## src/rtl/bcd_disp_pkg.sv

```systemverilog
// Shared types and segment patterns for the BCD seven-segment scanner.
// Segment order is {g,f,e,d,c,b,a}, active-high.
package bcd_disp_pkg;

  localparam int N_DIGITS = 5;

  typedef logic [2:0] dig_idx_t;

  localparam logic [6:0] SEG_0     = 7'h3F;
  localparam logic [6:0] SEG_1     = 7'h06;
  localparam logic [6:0] SEG_2     = 7'h5B;
  localparam logic [6:0] SEG_3     = 7'h4F;
  localparam logic [6:0] SEG_4     = 7'h66;
  localparam logic [6:0] SEG_5     = 7'h6D;
  localparam logic [6:0] SEG_6     = 7'h7D;
  localparam logic [6:0] SEG_7     = 7'h07;
  localparam logic [6:0] SEG_8     = 7'h7F;
  localparam logic [6:0] SEG_9     = 7'h6F;
  localparam logic [6:0] SEG_DASH  = 7'h40;
  localparam logic [6:0] SEG_BLANK = 7'h00;

  function automatic logic [6:0] seg_of(
    input logic [3:0] bcd
  );
    logic [6:0] s;
    case (bcd)
      4'd0:    s = SEG_0;
      4'd1:    s = SEG_1;
      4'd2:    s = SEG_2;
      4'd3:    s = SEG_3;
      4'd4:    s = SEG_4;
      4'd5:    s = SEG_5;
      4'd6:    s = SEG_6;
      4'd7:    s = SEG_7;
      4'd8:    s = SEG_8;
      4'd9:    s = SEG_9;
      default: s = SEG_DASH;
    endcase
    return s;
  endfunction

endpackage

```

## src/rtl/seg7_decode.sv

```systemverilog
// Combinational BCD to seven-segment decoder.
// Codes 10..15 show a dash; blank_i forces all segments off.
module seg7_decode
  import bcd_disp_pkg::*;
(
  input  logic [3:0] bcd_i,
  input  logic       blank_i,
  input  logic       act_low_i,
  output logic [6:0] seg_o
);

  logic [6:0] seg_hi;

  always_comb begin
    seg_hi = blank_i ? SEG_BLANK : seg_of(bcd_i);
    seg_o  = act_low_i ? ~seg_hi : seg_hi;
  end

endmodule

```

## src/rtl/bcd_7seg_scan.sv

```systemverilog
// 5-digit multiplexed seven-segment scanner with per-frame snapshot.
// Optional LEADING_ZERO_BLANK_EN blanks leading zeros above the units.
module bcd_7seg_scan
  import bcd_disp_pkg::*;
#(
  parameter int DIV          = 10000,
  parameter int BLANK_CYC    = 4,
  parameter bit COMMON_ANODE = 1'b1
) (
  input  logic       clk_i,
  input  logic       rst_n_i,
  input  logic [3:0] uni_i,
  input  logic [3:0] dec_i,
  input  logic [3:0] cen_i,
  input  logic [3:0] mil_i,
  input  logic [3:0] mil10_i,
  output logic [6:0] seg_o,
  output logic [4:0] an_o,
  output logic       frame_o
);

  localparam int PW = $clog2(DIV);
  localparam logic [PW-1:0] PSC_MAX = PW'(DIV - 1);
  localparam logic [PW-1:0] BLK_END = PW'(BLANK_CYC);
  localparam logic POL = COMMON_ANODE;
  localparam logic [6:0] SEG_OFF = POL ? 7'h7F : 7'h00;
  localparam logic [4:0] AN_OFF = POL ? 5'h1F : 5'h00;
  localparam dig_idx_t IDX_LAST = dig_idx_t'(N_DIGITS - 1);

  logic [PW-1:0] psc_q, psc_d;
  dig_idx_t idx_q, idx_d;
  logic [N_DIGITS-1:0][3:0] snap_q, snap_d;
  logic [6:0] seg_q, seg_d;
  logic [4:0] an_q, an_d;
  logic [4:0] an_hot;
  logic tick, frame;
  logic [3:0] cur;
  logic cur_blank;
  logic [N_DIGITS-1:0] lz;

  assign tick  = (psc_q == PSC_MAX);
  assign frame = tick && (idx_q == IDX_LAST);

  always_comb begin
    psc_d  = tick ? '0 : psc_q + 1'b1;
    idx_d  = idx_q;
    snap_d = snap_q;
    if (tick) begin
      idx_d = (idx_q == IDX_LAST) ? '0 : idx_q + 1'b1;
    end
    if (frame) begin
      snap_d = {mil10_i, mil_i, cen_i, dec_i, uni_i};
    end
  end

`ifdef LEADING_ZERO_BLANK_EN
  // A digit is blank only while every digit above it is also zero.
  always_comb begin
    lz = '0;
    lz[N_DIGITS-1] = (snap_q[N_DIGITS-1] == 4'd0);
    for (int i = N_DIGITS - 2; i >= 1; i--) begin
      lz[i] = lz[i+1] && (snap_q[i] == 4'd0);
    end
  end
`else
  assign lz = '0;
`endif

  always_comb begin
    cur       = snap_q[0];
    cur_blank = lz[0];
    case (idx_q)
      3'd1: begin
        cur       = snap_q[1];
        cur_blank = lz[1];
      end
      3'd2: begin
        cur       = snap_q[2];
        cur_blank = lz[2];
      end
      3'd3: begin
        cur       = snap_q[3];
        cur_blank = lz[3];
      end
      3'd4: begin
        cur       = snap_q[4];
        cur_blank = lz[4];
      end
      default: ;
    endcase
  end

  seg7_decode u_dec (
    .bcd_i     (cur),
    .blank_i   (cur_blank),
    .act_low_i (POL),
    .seg_o     (seg_d)
  );

  always_comb begin
    an_hot = 5'd1 << idx_q;
    if (psc_q < BLK_END) begin
      an_d = AN_OFF;
    end else begin
      an_d = POL ? ~an_hot : an_hot;
    end
  end

  always_ff @(posedge clk_i or negedge rst_n_i) begin
    if (!rst_n_i) begin
      psc_q  <= '0;
      idx_q  <= '0;
      snap_q <= '0;
      seg_q  <= SEG_OFF;
      an_q   <= AN_OFF;
    end else begin
      psc_q  <= psc_d;
      idx_q  <= idx_d;
      snap_q <= snap_d;
      seg_q  <= seg_d;
      an_q   <= an_d;
    end
  end

  assign seg_o   = seg_q;
  assign an_o    = an_q;
  assign frame_o = frame;

endmodule

```

## config.mk

```make
export PLATFORM = sky130hd
export DESIGN_NAME = bcd_7seg_scan
export DESIGN_NICKNAME = d
export VERILOG_FILES = /design/src/rtl/bcd_disp_pkg.sv /design/src/rtl/seg7_decode.sv /design/src/rtl/bcd_7seg_scan.sv
export SDC_FILE = /design/constraint.sdc
export NUM_CORES = 1
export LEC_CHECK = 0
export BUFFER_PORTS_ARGS = -buffer_cell sky130_fd_sc_hd__clkbuf_2
export CORE_UTILIZATION = 52
export DETAILED_ROUTE_END_ITERATION = 8
export GPL_ROUTABILITY_DRIVEN = 0
export PLACE_DENSITY_LB_ADDON = 0.12
export SYNTH_ARGS = -nofsm -noshare
export SYNTH_HDL_FRONTEND = slang
export SYNTH_SLANG_ARGS = --single-unit
```

## constraint.sdc

```tcl
create_clock -name clk_i -period 3.7 [get_ports clk_i]
set_input_delay 0.185 -clock clk_i [delete_from_list [all_inputs] [get_ports clk_i]]
set_output_delay 0.185 -clock clk_i [all_outputs]
set_load 0.005 [all_outputs]
```

==> results.ini <==
[layout]
final_util_pct = 61.2
area_growth_pct = 13.7
drive_above_1_share_pct = 33.2
finalNetCount = 267
final_area_um2 = 2670
antenna_cells = 0
fin_cells = 287

[job]
drv_cap = 0

[floorplanning]
die-area_um2 = 4780
num_rows = 24
die_w_um = 69.1
core_area_um2 = 4350
io_pins = 35
start_util_pct = 53.8
die_h_um = 69.1

[timing]
hold_viol = 0
relSlewSlack_pct = 45.7
fmax_mhz = 392
slew_viol_final = 0
rsz0062_at_grt = false
setup_slack_ns = 1.15
min_period_over_period_pct = 69.0
setup-violations-final = 0
min_period_ns = 2.55
fin_setup_tns_ns = 0
skew_ns = 0.00719
whs_ns = 0.115
tightest_slew_ns = 0.809

[clock_tree]
root_buffer = clkbuf_8
cts.sinks = 49
cts_setup_buffers = 0
clock_path_buffers = 2
clk_pin_slew_worst_paths_ns = 0.09
worstSkewPairLatency_ns = 0.29
cts_tree = done
cts_made_buffers = 5
cts-htree-levels = 2

[yosys]
synthesis.area_um2 = 2340
synthAdderAreaFrac_pct = 5.87
synth-simple-area-share_pct = 12.6
synthArstFlopShare_pct = 100
synth_area_leaders = dfrtp_1, dfstp_2, mux2_4
synth_top_family_by_area = multiplexers
synth_xor_area_share_pct = 4.48
synth-seq-cells = 49
ys_seq_area_share_pct = 53.0
synthTopCellsByCount = dfrtp_1, nand2_1, nor2_1
yosysTopAreaCellShare_pct = 39.5
synthesis.nets = 228
syn-instance-count = 195
synthMuxAreaShare_pct = 13.4
ys_types = 37
synth.most_common_cell = dfrtp_1
synth_top_cell_by_area = dfrtp_1
synth-compound-area-share_pct = 8.01
synth-edff-count = 0
ys_warn_count = 0
synth-main-ff-cell = dfrtp_1
synth.avg_cell_area_um2 = 12.0

[critical_path]
critPathMaxStageDelay_ns = 0.70
path_buf_inv = 1
startpoint = idx_q[0]$_DFFE_PN0N_
endpoint_kind = flip-flop
critPathTopFamily = compound AO/OA/AOI/OAI gates
cp.arrival_ns = 2.78
crit_chain = inv_1 > ha_1 > and2_1 > a32o_1 > o31ai_2 > mux2_2 > a21oi_1
crit_slowest_cell = o31ai_2
rrSetupSlack_ns = 1.15
crit_type = reg2reg
cp.depth = 7
worst_ep_required_time_ns = 3.93
crit_end = seg_o[5]$_DFF_PN1_
reg2reg_to = seg_o[5]$_DFF_PN1_
regToRegStartpoint = idx_q[0]$_DFFE_PN0N_
reg2reg_depth = 7
startpoint_type = flip-flop
path_max_fanout = 11

[global_routing]
grt_use_total_pct = 19.0
grt_overflow = 0
grt_max_degree = 50
antenna_found_initial = 0
grt_pass1_vias = 1572
grt_pass1_wl_um = 7190

[placed_design]
dpl-instance-area_um2 = 2560
dp_cells = 278
portBuffers = 34
dp_slack_ns = 1.21
hpwlAfterDp_um = 3000

[drt]
wirelength_um = 4070
wl_per_cell_um = 14.2
vias = 1543
drt_iter0_markers = 77
dr.pass1.iters = 4
drc_errors = 0
antenna_left = 0
drt-vias-per-instance = 5.38

[pwr]
finalPower_mw = 0.932
ir_drop_mv = 0.246
p_per_area_nw_per_um2 = 350
p_leak_nw = 1.27

[outcome]
run_status = finished clean

[worst_hold_path]
min_path_type = in2reg

==> registers in the layout (all words and copies together), names as in the netlist <==
signal	flops
snap_q	20
an_o	5
psc_q	14
seg_o	7
idx_q	3
==> where the power goes <==
group          internal (mW)  switching, mW  leakage [nW]
Clock                  0.153          0.163        0.0455
Combinational         0.0291         0.0255         0.642
Sequential             0.554        0.00825         0.579
Total                  0.735          0.197          1.27
==> placed cells by master, fill, tap and decap left out, types with 2 or more instances in the layout <==
master / n
o211ai_1: 3
clkbuf_8: 6
a21oi_1: 5
mux2_4: 10
nand3_1: 8
o21ai_0: 7
xor2_1: 6
clkbuf_1: 2
ha_1: 11
mux2i_1: 4
mux2_2: 11
nor2_1: 13
nand2_1: 16
nor3_1: 4
dfstp_2: 12
clkbuf_2: 34
or4_1: 2
dfrtp_1: 37
buf_4: 2
xnor2_1: 6
and3_1: 2
a32o_1: 2
a22oi_1: 2
o21a_1: 3
inv_1: 9
a32oi_1: 3
and2_1: 3
==> layout make-up <==
type,count,area [um^2]
timing repair buffer,37,195
tap,52,65.1
fill,352,1690
inverter,9,33.8
sequential,49,1240
multi-input combinational,132,1040
clock buffer,8,90.1
==> kinds of logic after synthesis <==
group / Yosys count
buffers and inverters: 14
xor gates and xnor gates: 12
and+or+nand+nor: 57
DFF: 49
adders and majority gates: 11
AOI/OAI and AO/OA: 27
muxes: 25
==> worst min path at each step <==
stage | from | end | cells past startpoint | slack, ns
after floorplan | rst_n_i | idx_q[0]$_DFFE_PN0N_ | 0 | -0.11
after global placement | rst_n_i | idx_q[2]$_DFFE_PN0N_ | 2 | 0.30
after detailed placement | rst_n_i | snap_q[0]$_DFFE_PN0P_ | 2 | 0.32
after CTS | mil_i[0] | snap_q[12]$_DFFE_PN0P_ | 2 | 0.11
after global routing | mil_i[1] | snap_q[13]$_DFFE_PN0P_ | 2 | 0.10
final | mil10_i[0] | snap_q[16]$_DFFE_PN0P_ | 2 | 0.12
==> per-layer routing <==
layer  wire, um  global-route usage (%)  up-vias
met5          0                       0        -
met4         12                    4.99        0
met3        166                    5.56        2
met2       2040                    29.8       31
met1       1850                    26.0      749
li1           -                       -      761
==> repair_timing <==
| item | CTS | global route |
|---|---|---|
| resized for setup | 0 | 0 |
| hold buffers | 1 | 0 |
| endpoints found under the hold margin | 25 | 0 |
Note: power is estimated with default switching activity, not from simulation.
